--- src/rtl/cmd_proto_pkg.sv ---
// Shared definitions for the UART command protocol: frame opcodes, request
// op codes, per-op frame/response lengths, master FSM encodings and a helper
// that yields the frame byte for a given op and byte index.
package cmd_proto_pkg;

    // Command opcodes, first byte of every frame (shared with the system controller)
    localparam logic [7:0] OPC_WRITE   = 8'hAA;
    localparam logic [7:0] OPC_READ    = 8'hBB;
    localparam logic [7:0] OPC_ALU     = 8'hCC;
    localparam logic [7:0] OPC_ALU_NOP = 8'hDD;

    // Request op codes as presented on REQ_OP
    typedef enum logic [1:0] {
        OP_WRITE   = 2'd0,
        OP_READ    = 2'd1,
        OP_ALU     = 2'd2,
        OP_ALU_NOP = 2'd3
    } req_op_e;

    // Frame lengths in bytes, opcode included
    localparam logic [2:0] FRAME_LEN_WRITE   = 3'd3;
    localparam logic [2:0] FRAME_LEN_READ    = 3'd2;
    localparam logic [2:0] FRAME_LEN_ALU     = 3'd4;
    localparam logic [2:0] FRAME_LEN_ALU_NOP = 3'd2;

    // Response lengths in bytes
    localparam logic [1:0] RSP_LEN_WRITE   = 2'd0;
    localparam logic [1:0] RSP_LEN_READ    = 2'd1;
    localparam logic [1:0] RSP_LEN_ALU     = 2'd2;
    localparam logic [1:0] RSP_LEN_ALU_NOP = 2'd2;

    // Master FSM states, plain binary
    typedef enum logic [1:0] {
        ST_IDLE     = 2'b00,
        ST_SEND     = 2'b01,
        ST_WAIT_RSP = 2'b10,
        ST_DONE     = 2'b11
    } fsm_state_e;

    function automatic logic [2:0] frame_len(input req_op_e op);
        logic [2:0] len;
        len = FRAME_LEN_WRITE;
        case (op)
            OP_WRITE:   len = FRAME_LEN_WRITE;
            OP_READ:    len = FRAME_LEN_READ;
            OP_ALU:     len = FRAME_LEN_ALU;
            OP_ALU_NOP: len = FRAME_LEN_ALU_NOP;
            default:    len = FRAME_LEN_WRITE;
        endcase
        return len;
    endfunction

    function automatic logic [1:0] rsp_len(input req_op_e op);
        logic [1:0] len;
        len = RSP_LEN_WRITE;
        case (op)
            OP_WRITE:   len = RSP_LEN_WRITE;
            OP_READ:    len = RSP_LEN_READ;
            OP_ALU:     len = RSP_LEN_ALU;
            OP_ALU_NOP: len = RSP_LEN_ALU_NOP;
            default:    len = RSP_LEN_WRITE;
        endcase
        return len;
    endfunction

    // Byte at position idx of the frame for op; out-of-range indices give 0
    function automatic logic [7:0] frame_byte(
        input req_op_e    op,
        input logic [1:0] idx,
        input logic [3:0] addr,
        input logic [7:0] data,
        input logic [7:0] opb,
        input logic [3:0] fun
    );
        logic [7:0] b;
        b = 8'h00;
        case (op)
            OP_WRITE: begin
                case (idx)
                    2'd0:    b = OPC_WRITE;
                    2'd1:    b = {4'h0, addr};
                    2'd2:    b = data;
                    default: b = 8'h00;
                endcase
            end
            OP_READ: begin
                case (idx)
                    2'd0:    b = OPC_READ;
                    2'd1:    b = {4'h0, addr};
                    default: b = 8'h00;
                endcase
            end
            OP_ALU: begin
                case (idx)
                    2'd0:    b = OPC_ALU;
                    2'd1:    b = data;
                    2'd2:    b = opb;
                    default: b = {4'h0, fun};
                endcase
            end
            OP_ALU_NOP: begin
                case (idx)
                    2'd0:    b = OPC_ALU_NOP;
                    2'd1:    b = {4'h0, fun};
                    default: b = 8'h00;
                endcase
            end
            default: b = 8'h00;
        endcase
        return b;
    endfunction

endpackage

--- src/rtl/cmd_frame_master_if.sv ---
// Request / TX / RX / response bundle of the command frame master.
// master: the frame master itself. slave: the host or harness driving it.
interface cmd_frame_master_if;
    logic        REQ_VLD;
    logic        REQ_RDY;
    logic [1:0]  REQ_OP;
    logic [3:0]  REQ_ADDR;
    logic [7:0]  REQ_DATA;
    logic [7:0]  REQ_OPB;
    logic [3:0]  REQ_FUN;
    logic [7:0]  TX_P_DATA;
    logic        TX_D_VLD;
    logic        TX_RDY;
    logic [7:0]  RX_P_DATA;
    logic        RX_D_VLD;
    logic        RSP_VLD;
    logic [15:0] RSP_DATA;
    logic        RSP_ERR;
    logic        BUSY;

    modport master (
        input  REQ_VLD, REQ_OP, REQ_ADDR, REQ_DATA, REQ_OPB, REQ_FUN,
        input  TX_RDY, RX_P_DATA, RX_D_VLD,
        output REQ_RDY, TX_P_DATA, TX_D_VLD, RSP_VLD, RSP_DATA, RSP_ERR, BUSY
    );

    modport slave (
        output REQ_VLD, REQ_OP, REQ_ADDR, REQ_DATA, REQ_OPB, REQ_FUN,
        output TX_RDY, RX_P_DATA, RX_D_VLD,
        input  REQ_RDY, TX_P_DATA, TX_D_VLD, RSP_VLD, RSP_DATA, RSP_ERR, BUSY
    );
endinterface

--- src/rtl/cmd_rsp_timer.sv ---
// Inter-byte response timer. i_clear reloads the count to zero, i_tick
// advances it, and o_expire flags the tick on which the count sits at
// TIMEOUT_CYC-1, i.e. TIMEOUT_CYC idle cycles since the last clear.
module cmd_rsp_timer #(
    parameter int TIMEOUT_CYC = 4096,
    parameter int TO_W        = 13
) (
    input  logic CLK,
    input  logic RST,
    input  logic i_clear,
    input  logic i_tick,
    output logic o_expire
);
    localparam logic [TO_W-1:0] L_LAST = TO_W'(TIMEOUT_CYC - 1);

    logic [TO_W-1:0] r_cnt;

    // Count idle ticks; clear takes priority, wrap after expiry
    always_ff @(posedge CLK or negedge RST) begin
        if (!RST) begin
            r_cnt <= '0;
        end else if (i_clear) begin
            r_cnt <= '0;
        end else if (i_tick) begin
            if (r_cnt == L_LAST) begin
                r_cnt <= '0;
            end else begin
                r_cnt <= r_cnt + 1'b1;
            end
        end
    end

    assign o_expire = i_tick && (r_cnt == L_LAST);

endmodule

--- src/rtl/cmd_frame_master.sv ---
// Host-side initiator of the UART command protocol: takes one request,
// sends its command frame byte by byte, gathers 0/1/2 response bytes and
// issues a single completion pulse.
// Optional macro CMD_MASTER_TIMEOUT_EN: enables the inter-byte response
// timeout (cmd_rsp_timer) and the RSP_ERR abort path; without it WAIT_RSP
// waits indefinitely and RSP_ERR stays 0.
module cmd_frame_master
    import cmd_proto_pkg::*;
#(
    parameter int TIMEOUT_CYC = 4096,
    parameter int TO_W        = 13
) (
    input  logic              CLK,
    input  logic              RST,
    cmd_frame_master_if.master bus
);

    fsm_state_e  r_state;
    req_op_e     r_op;
    logic [3:0]  r_addr;
    logic [7:0]  r_data;
    logic [7:0]  r_opb;
    logic [3:0]  r_fun;
    logic [1:0]  r_idx;
    logic [1:0]  r_rx_cnt;
    logic        r_req_rdy;
    logic        r_tx_vld;
    logic [7:0]  r_tx_data;
    logic        r_rsp_vld;
    logic [15:0] r_rsp_data;
    logic        r_rsp_err;
    logic        r_busy;

    req_op_e     w_req_op;
    logic        w_tx_fire;
    logic        w_last_byte;
    logic        w_last_rx;
    logic        w_expire;

    assign w_req_op    = req_op_e'(bus.REQ_OP);
    assign w_tx_fire   = r_tx_vld && bus.TX_RDY;
    assign w_last_byte = ({1'b0, r_idx} == (frame_len(r_op) - 3'd1));
    assign w_last_rx   = ((r_rx_cnt + 2'd1) == rsp_len(r_op));

`ifdef CMD_MASTER_TIMEOUT_EN
    logic w_tmr_clear;
    logic w_tmr_tick;

    // Reload on WAIT_RSP entry and on every received byte; count idle cycles in WAIT_RSP
    assign w_tmr_clear = ((r_state == ST_SEND) && w_tx_fire && w_last_byte) ||
                         ((r_state == ST_WAIT_RSP) && bus.RX_D_VLD);
    assign w_tmr_tick  = (r_state == ST_WAIT_RSP) && !bus.RX_D_VLD;

    cmd_rsp_timer #(
        .TIMEOUT_CYC (TIMEOUT_CYC),
        .TO_W        (TO_W)
    ) u_rsp_timer (
        .CLK      (CLK),
        .RST      (RST),
        .i_clear  (w_tmr_clear),
        .i_tick   (w_tmr_tick),
        .o_expire (w_expire)
    );
`else
    logic w_unused_cfg;

    // No timeout hardware: never expire, configuration knobs are inert
    assign w_expire     = 1'b0;
    assign w_unused_cfg = ^{TO_W'(TIMEOUT_CYC)};
`endif

    // Master FSM with all handshake and response outputs registered
    always_ff @(posedge CLK or negedge RST) begin
        if (!RST) begin
            r_state    <= ST_IDLE;
            r_op       <= OP_WRITE;
            r_addr     <= '0;
            r_data     <= '0;
            r_opb      <= '0;
            r_fun      <= '0;
            r_idx      <= '0;
            r_rx_cnt   <= '0;
            r_req_rdy  <= 1'b1;
            r_tx_vld   <= 1'b0;
            r_tx_data  <= '0;
            r_rsp_vld  <= 1'b0;
            r_rsp_data <= '0;
            r_rsp_err  <= 1'b0;
            r_busy     <= 1'b0;
        end else begin
            r_rsp_vld <= 1'b0;
            case (r_state)
                ST_IDLE: begin
                    r_req_rdy <= 1'b1;
                    r_busy    <= 1'b0;
                    r_tx_vld  <= 1'b0;
                    if (bus.REQ_VLD) begin
                        r_op      <= w_req_op;
                        r_addr    <= bus.REQ_ADDR;
                        r_data    <= bus.REQ_DATA;
                        r_opb     <= bus.REQ_OPB;
                        r_fun     <= bus.REQ_FUN;
                        r_idx     <= 2'd0;
                        r_tx_data <= frame_byte(w_req_op, 2'd0, bus.REQ_ADDR,
                                                bus.REQ_DATA, bus.REQ_OPB, bus.REQ_FUN);
                        r_tx_vld  <= 1'b1;
                        r_req_rdy <= 1'b0;
                        r_busy    <= 1'b1;
                        r_state   <= ST_SEND;
                    end
                end

                ST_SEND: begin
                    if (w_tx_fire) begin
                        if (w_last_byte) begin
                            r_tx_vld   <= 1'b0;
                            r_tx_data  <= 8'h00;
                            r_idx      <= 2'd0;
                            r_rsp_data <= '0;
                            if (rsp_len(r_op) == 2'd0) begin
                                // Writes have no response: complete straight away
                                r_rsp_vld <= 1'b1;
                                r_rsp_err <= 1'b0;
                                r_state   <= ST_DONE;
                            end else begin
                                r_rx_cnt <= 2'd0;
                                r_state  <= ST_WAIT_RSP;
                            end
                        end else begin
                            r_idx     <= r_idx + 2'd1;
                            r_tx_data <= frame_byte(r_op, r_idx + 2'd1, r_addr,
                                                    r_data, r_opb, r_fun);
                        end
                    end
                end

                ST_WAIT_RSP: begin
                    // A received byte takes precedence over a coincident timeout
                    if (bus.RX_D_VLD) begin
                        if (r_rx_cnt == 2'd0) begin
                            r_rsp_data[7:0] <= bus.RX_P_DATA;
                        end else begin
                            r_rsp_data[15:8] <= bus.RX_P_DATA;
                        end
                        r_rx_cnt <= r_rx_cnt + 2'd1;
                        if (w_last_rx) begin
                            r_rsp_vld <= 1'b1;
                            r_rsp_err <= 1'b0;
                            r_state   <= ST_DONE;
                        end
                    end else if (w_expire) begin
                        r_rsp_vld <= 1'b1;
                        r_rsp_err <= 1'b1;
                        r_state   <= ST_DONE;
                    end
                end

                ST_DONE: begin
                    r_req_rdy <= 1'b1;
                    r_busy    <= 1'b0;
                    r_state   <= ST_IDLE;
                end

                default: begin
                    r_state   <= ST_IDLE;
                    r_req_rdy <= 1'b1;
                    r_busy    <= 1'b0;
                    r_tx_vld  <= 1'b0;
                    r_tx_data <= 8'h00;
                    r_idx     <= 2'd0;
                end
            endcase
        end
    end

    assign bus.REQ_RDY   = r_req_rdy;
    assign bus.TX_P_DATA = r_tx_data;
    assign bus.TX_D_VLD  = r_tx_vld;
    assign bus.RSP_VLD   = r_rsp_vld;
    assign bus.RSP_DATA  = r_rsp_data;
    assign bus.RSP_ERR   = r_rsp_err;
    assign bus.BUSY      = r_busy;

endmodule

--- src/flat_wrapper.sv ---
// flat-port wrapper written by rule: the top's interface ports become plain ports
module cmd_frame_master_flat import cmd_proto_pkg::*;
#(
    parameter int TIMEOUT_CYC = 4096,
    parameter int TO_W        = 13
)
  (CLK, RST, bus_REQ_VLD, bus_REQ_OP, bus_REQ_ADDR, bus_REQ_DATA, bus_REQ_OPB, bus_REQ_FUN, bus_TX_RDY, bus_RX_P_DATA, bus_RX_D_VLD, bus_REQ_RDY, bus_TX_P_DATA, bus_TX_D_VLD, bus_RSP_VLD, bus_RSP_DATA, bus_RSP_ERR, bus_BUSY);
  cmd_frame_master_if bus_i ();
  input  logic CLK;
  input  logic RST;
  input wire logic [$bits(bus_i.REQ_VLD)-1:0] bus_REQ_VLD;
  input wire logic [$bits(bus_i.REQ_OP)-1:0] bus_REQ_OP;
  input wire logic [$bits(bus_i.REQ_ADDR)-1:0] bus_REQ_ADDR;
  input wire logic [$bits(bus_i.REQ_DATA)-1:0] bus_REQ_DATA;
  input wire logic [$bits(bus_i.REQ_OPB)-1:0] bus_REQ_OPB;
  input wire logic [$bits(bus_i.REQ_FUN)-1:0] bus_REQ_FUN;
  input wire logic [$bits(bus_i.TX_RDY)-1:0] bus_TX_RDY;
  input wire logic [$bits(bus_i.RX_P_DATA)-1:0] bus_RX_P_DATA;
  input wire logic [$bits(bus_i.RX_D_VLD)-1:0] bus_RX_D_VLD;
  output wire logic [$bits(bus_i.REQ_RDY)-1:0] bus_REQ_RDY;
  output wire logic [$bits(bus_i.TX_P_DATA)-1:0] bus_TX_P_DATA;
  output wire logic [$bits(bus_i.TX_D_VLD)-1:0] bus_TX_D_VLD;
  output wire logic [$bits(bus_i.RSP_VLD)-1:0] bus_RSP_VLD;
  output wire logic [$bits(bus_i.RSP_DATA)-1:0] bus_RSP_DATA;
  output wire logic [$bits(bus_i.RSP_ERR)-1:0] bus_RSP_ERR;
  output wire logic [$bits(bus_i.BUSY)-1:0] bus_BUSY;
  assign bus_i.REQ_VLD = bus_REQ_VLD;
  assign bus_i.REQ_OP = bus_REQ_OP;
  assign bus_i.REQ_ADDR = bus_REQ_ADDR;
  assign bus_i.REQ_DATA = bus_REQ_DATA;
  assign bus_i.REQ_OPB = bus_REQ_OPB;
  assign bus_i.REQ_FUN = bus_REQ_FUN;
  assign bus_i.TX_RDY = bus_TX_RDY;
  assign bus_i.RX_P_DATA = bus_RX_P_DATA;
  assign bus_i.RX_D_VLD = bus_RX_D_VLD;
  assign bus_REQ_RDY = bus_i.REQ_RDY;
  assign bus_TX_P_DATA = bus_i.TX_P_DATA;
  assign bus_TX_D_VLD = bus_i.TX_D_VLD;
  assign bus_RSP_VLD = bus_i.RSP_VLD;
  assign bus_RSP_DATA = bus_i.RSP_DATA;
  assign bus_RSP_ERR = bus_i.RSP_ERR;
  assign bus_BUSY = bus_i.BUSY;
  cmd_frame_master #(.TIMEOUT_CYC(TIMEOUT_CYC), .TO_W(TO_W)) u_core (.CLK(CLK), .RST(RST), .bus(bus_i));
endmodule
--- config.mk ---
export PLATFORM = sky130hd
export DESIGN_NAME = cmd_frame_master_flat
export DESIGN_NICKNAME = d
export VERILOG_FILES = /design/src/rtl/cmd_proto_pkg.sv /design/src/rtl/cmd_frame_master_if.sv /design/src/rtl/cmd_rsp_timer.sv /design/src/rtl/cmd_frame_master.sv /design/src/flat_wrapper.sv
export SDC_FILE = /design/constraint.sdc
export NUM_CORES = 1
export LEC_CHECK = 0
export BUFFER_PORTS_ARGS = -buffer_cell sky130_fd_sc_hd__clkbuf_2
export CORE_MARGIN = 5
export CORE_UTILIZATION = 32
export DETAILED_ROUTE_END_ITERATION = 8
export PLACE_DENSITY_LB_ADDON = 0.2
export SETUP_SLACK_MARGIN = 0.3
export SLEW_MARGIN = 20
export SYNTH_ARGS = -nofsm -noshare
export SYNTH_HDL_FRONTEND = slang
export SYNTH_SLANG_ARGS = --single-unit
--- constraint.sdc ---
create_clock -name CLK -period 3.4 [get_ports CLK]
set_input_delay 0.34 -clock CLK [delete_from_list [all_inputs] [get_ports CLK]]
set_output_delay 0.34 -clock CLK [all_outputs]
set_load 0.02 [all_outputs]
# Word level (Yosys, flattened, before mapping)
# Cells that the tools add are included.
# word_totals
ff_bits,61
inputBits,39
output_inout_bits,29
wordCells,117
# op_classes
n_addsub,3
eq_ne,22
mux,56
n_reduce_logical,20
# ops
op,n
case mux 8 bit (4 select lines),2
2-to-1 mux 16 bit,3
case mux 8 bit (2 select lines),3
case mux 8 bit (3 select lines),2
2-to-1 mux 8 bit,5
case mux 16 bit (2 select lines),1
2-to-1 mux 2 bit,15
AND reduction 5 bit,4
2-to-1 mux 1 bit,15
equality test 2 bit (second input constant),7
logical NOT 2 bit,6
inequality test 2 x 1 -> 1 bit (second input constant),5
case mux 1 bit (2 select lines),5
case mux 3 bit (3 select lines),1
equality test 2 x 1 -> 1 bit (second input constant),4
inequality test 2 bit (second input constant),4
case mux 2 bit (2 select lines),2
case mux 2 bit (4 select lines),1
case mux 2 bit (3 select lines),1
AND reduction 3 bit,2
AND reduction 6 bit,1
nonzero test 2 bit,3
adder 2 x 1 -> 2 bit (second input constant),2
OR reduction 2 bit,2
5 further kinds,5

# Depth between registers and ports, before layout
# logic_depth
depth_word,13
mapped_depth,10
ltp_nobuf,7

# Worst setup path after synthesis
# No wires, ideal clock.
# synth_timing
path_type,flip-flop to flip-flop
startpoint,register u_core.r_idx[0]
endpoint,"register u_core.r_tx_data[1], in the netlist u_core.bus.TX_P_DATA[1]"
setup_time_ns,0.121
arrival_ns,1.913
t_required_ns,3.279
slack_ns,1.365
path_stages_with_launch,9
n_path_buf,1
synth_period_minus_slack_ns,2.035
cell_sequence,dfrtp_1 inv_1 ha_1 clkbuf_1 a221oi_1 nor3_1 or3_1 and3_1 o22a_1
# synth_between
elab_chain_len,7
elab_cells_between_ends,13
cone_classes,add/sub (1); eq/ne (3); mux (8); reduce/logical (1)
# synth_rtl
element,line_no,rtl
start: declaration,cmd_frame_master.sv:24,logic [1:0] r_idx;
start signal: assignment,cmd_frame_master.sv:130,r_idx <= r_idx + 2'd1;
adder 2 x 1 -> 2 bit,cmd_frame_master.sv:131,"r_tx_data <= frame_byte(r_op, r_idx + 2'd1, r_addr,"
"equality test 2 bit, or another cell as far along","cmd_proto_pkg.sv:79, cmd_proto_pkg.sv:94",
"case mux 8 bit (3 select lines), or another cell as far along",cmd_proto_pkg.sv:94,case (idx)
case mux 8 bit (4 select lines),cmd_proto_pkg.sv:77,case (op)
2-to-1 mux 8 bit (*),cmd_frame_master.sv:115,if (w_last_byte) begin
2-to-1 mux 8 bit (*),cmd_frame_master.sv:114,if (w_tx_fire) begin
case mux 8 bit (2 select lines) (*),cmd_frame_master.sv:92,case (r_state)
end signal: assignment,cmd_frame_master.sv:104,"r_tx_data <= frame_byte(w_req_op, 2'd0, bus.REQ_ADDR,"
end signal: assignment,cmd_frame_master.sv:131,
end: declaration,cmd_frame_master.sv:28,logic [7:0] r_tx_data;
# Mark *: on every way between the ends. The rest lies on a longest branch, timed or not. The select of a mux whose other input is x is not followed.
# A chain may end at the register's enable or synchronous reset.

# Final worst setup path
# layout_timing
startpoint,register u_core.r_op[1]
endpoint,"register u_core.r_rsp_data[1], in the netlist u_core.bus.RSP_DATA[1]"
# layout_between
elab_chain_len,7
elab_cells_between_ends,10
cone_classes,add/sub (1); eq/ne (5); mux (1); reduce/logical (3)
# layout_rtl
element,line_no,rtl
start: declaration,cmd_frame_master.sv:19,req_op_e r_op;
start signal: assignment,cmd_frame_master.sv:98,r_op <= w_req_op;
equality test 2 x 1 -> 1 bit / equality test 2 bit (equally long branches),cmd_proto_pkg.sv:43,case (op)
OR reduction 2 bit (no line),--,
case mux 3 bit (3 select lines) (*),cmd_proto_pkg.sv:43,
subtractor 3 x 1 -> 3 bit (*),cmd_frame_master.sv:42,"assign w_last_byte = ({1'b0, r_idx} == (frame_len(r_op) - 3'd1));"
equality test 2 x 3 -> 1 bit (*),cmd_frame_master.sv:42,
inequality test 2 x 1 -> 1 bit (no line) (*),--,
AND reduction 5 bit (no line) (*),--,
end signal: assignment,cmd_frame_master.sv:141,r_rsp_data[7:0] <= bus.RX_P_DATA;
end: declaration,cmd_frame_master.sv:30,logic [15:0] r_rsp_data;
# Mark *: on every way between the ends. The rest lies on a longest branch, timed or not.

==> summary.txt <==
Run status
  – Status: complete, no violations

Clock network
  – PostCTS Resize Cnt: 0
  – Clk buf depth: 2
  – H-tree depth: 3
  – Clock slew at reported path FFs: 0.07 ns
  – Worst-Skew Late Latency: 0.35 ns
  – CTS Sinks: 60
  – CTS Buf Count: 9
  – CTS tree: built
  – Setup bufs post-CTS: 0
  – CTS root buf: clkbuf_8
  – Hold_buf cts: 0

STA
  – Fmax: 413 MHz
  – Fin crit period: 2.42 ns
  – Final Cycle Share: 0.713
  – Finish-stage setup viols: 0
  – Final Hold Fails: 0
  – Final Max Tran Viols: 0
  – Max-slew headroom at the worst pin: 0.454
  – Worst Max-Slew Pin Slew: 0.819 ns
  – RSZ-0062 raised after global routing: no
  – Worst Slack Setup Final: 0.977 ns
  – Clk_skew: 0.00605 ns
  – Final TNS setup: 0 ns

Placed design
  – Placed Cells: 474
  – HPWL after DPL: 5510 microns
  – Placed cell areas: 3660 sq um
  – Dpl ws: 0.991 ns
  – RD Place Congestion: 0.768
  – PortBufs: 66

Yosys
  – Synth cell types: 56
  – Synth Instances: 291
  – Main area contributors after synthesis: dfrtp_1 (46%), mux2_2 (12%), mux2_4 (3.7%)
  – Synth Cell Area: 3220 sq um
  – FF+latch count, synth: 60
  – Share of the synthesized area in the top cell type: 0.458
  – Syn_nets: 339
  – Most frequent cells after synthesis: dfrtp_1 (59), mux2_2 (35), nand2_1 (18), o21ai_0 (18), clkbuf_1 (15)
  – Seq/Total Area, Yosys: 0.466
  – Synth Area per Inst: 11.1 sq um
  – Yosys Warn Count: 0
  – Ys flop type: dfrtp_1
  – Count leader, synth: dfrtp_1
  – Post-synth EDFFs: 0
  – Fraction of registers with async set/reset: 1.00
  – Synth area leader: dfrtp_1

Global route
  – Largest net degree at the start of global routing: 32
  – GRT overflow: 0
  – First-pass GRT wire length: 12500 microns
  – Vias in the first global route: 2474
  – Total track usage: 0.133
  – Initial antenna violation count: 0

Floorplan
  – Die Wd: 110 microns
  – Die footprint: 12200 sq um
  – Core area: 9820 sq um
  – Rows: 36
  – Ports: 68
  – Initial Utilization: 0.328
  – Die height: 110 microns

Routing
  – DR top layer: met4
  – ANT nets after route: 0
  – DRT Wirelength: 7710 microns
  – Vias/cell: 5.02
  – Met2 wire length: 3710 microns
  – # DRC: 0
  – Metal3 WL: 500 microns
  – Routed wire per std cell: 15.7 microns
  – DRT iter0 DRCs: 91
  – Via Count: 2460
  – Initial DRT Pass Iterations: 4
  – Met1 WL: 3460 microns

Finish
  – Cell Count, Final, Fillers Out: 490
  – Design area: 3850 sq um
  – Area of the multi-input gates: 1600 sq um
  – NumNets Final: 400
  – Layout cells sized above 1: 0.378
  – Area growth syn-to-layout: 19.4%
  – Reg area: 1500 sq um
  – Ant. Diodes: 0
  – # fillers: 1018

Worst setup path
  – Levels on crit path: 5
  – Worst path bufs/invs: 0
  – Reg2Reg Depth: 5
  – Critical path type: reg -> reg
  – Worst-path maximum fanout: 24
  – CP delay by family, top: compound AO/OA/AOI/OAI gates
  – Critical Path Slowest Stage Cell: dfrtp_1
  – Critical path endpoint category: register
  – CP max stage delay: 0.84 ns
  – Critical path startpoint category: register
  – Worst Path Required: 3.63 ns
  – CP arrival: 2.65 ns
  – Crit-path cells: xor2_1 > o21ai_2 > a31oi_2 > a211o_1 > mux2_4

Power
  – Tot Pwr: 1.40 mW
  – Peak VDD IR: 0.000163 V
  – P_leak: 1.88 nW
  – PwrDens: 364 nW/um^2

Flow run
  – Max-Cap Viols: 0

Min path
  – Worst min path class: in -> async
==> worst register-to-register path: cells and delay by family (launching register included) <==
kind / cells / cell delay [ns]
XOR/XNOR: 1 / 0.28
flip-flops: 1 / 0.84
multiplexers: 1 / 0.34
AO/OA/AOI/OAI: 3 / 0.84
==> cell usage in the layout (no fill, tap or decap), types with 4 or more instances in the layout <==
master and count:
a21oi_1 12, a221oi_1 5, a22oi_1 4, a31oi_1 4
and2_1 8, clkbuf_2 66, clkbuf_8 9, dfrtp_1 59
ha_1 9, inv_1 9, mux2_2 35, mux2_4 8
nand2_1 18, nand2b_1 6, nand3_1 8, nor2_1 10
nor2b_1 5, nor3b_1 4, o21ai_0 18
==> flip-flops by register name (all words and copies together), names as in the netlist <==
register	cells
u_core.bus.RSP_DATA	16
u_core.bus.TX_P_DATA	8
u_core.r_data	8
u_core.r_opb	8
u_core.r_addr	4
u_core.r_fun	4
u_core.r_idx	2
u_core.r_op	2
u_core.r_rx_cnt	2
u_core.r_state	2
u_core.bus.BUSY	1
u_core.bus.REQ_RDY	1
u_core.bus.RSP_VLD	1
u_core.bus.TX_D_VLD	1
==> cell families after synthesis <==
kind of cell,count (synthesis),synth area share
other cells,1,0.00116
compound gates,74,0.165
mux,45,0.166
fa+ha+maj,9,0.0350
buf+inv,28,0.0369
simple gates,73,0.127
xor+xnor,1,0.00272
flops,60,0.466
==> routing by layer <==
metal,up-vias,track usage
met5,-,0
met4,0,0.0273
met3,6,0.0460
met2,70,0.218
met1,1198,0.170
li1,1186,-
==> path summary, 6_finish.rpt <==
| kind | endpoint | slack, ns | from |
|---|---|---|---|
| worst min-delay path | u_core.r_state[1]$_DFFE_PN0P_ | 0.07 | RST |
| worst max register to register | u_core.bus.RSP_DATA[1]$_DFFE_PN0P_ | 0.98 | u_core.r_op[1]$_DFFE_PN0P_ |
| min in group CLK | u_core.r_fun[1]$_DFFE_PN0P_ | 0.22 | bus_REQ_FUN[1] |
| worst max-delay path | u_core.bus.RSP_DATA[1]$_DFFE_PN0P_ | 0.98 | u_core.r_op[1]$_DFFE_PN0P_ |
| worst min register to register | u_core.bus.REQ_RDY$_DFFE_PN1P_ | 0.48 | u_core.bus.REQ_RDY$_DFFE_PN1P_ |
| max in group asynchronous | u_core.bus.RSP_DATA[1]$_DFFE_PN0P_ | 2.42 | RST |
==> metrics by stage <==
stage               hold WS, ns   util
floorplan                0.0444      -
global placement          0.441  0.372
detailed placement        0.457  0.372
CTS                      0.0812  0.392
global route              0.120  0.392
finish                   0.0678  0.392
==> final cells by class <==
| class | count | share of cell area |
|---|---|---|
| clock inverter | 7 | 0.0176 |
| clock buffer | 9 | 0.0322 |
| timing repair buffer | 69 | 0.0917 |
| inverter | 9 | 0.00878 |
| tap | 133 | 0.0433 |
| multi-input combinational | 203 | 0.416 |
| sequential | 60 | 0.391 |
==> report_power, final <==
part           internal [mW]  switching (mW)
clock network          0.334           0.302
registers              0.716         0.00116
logic                 0.0199          0.0288
Note: power is estimated with default switching activity, not from simulation.
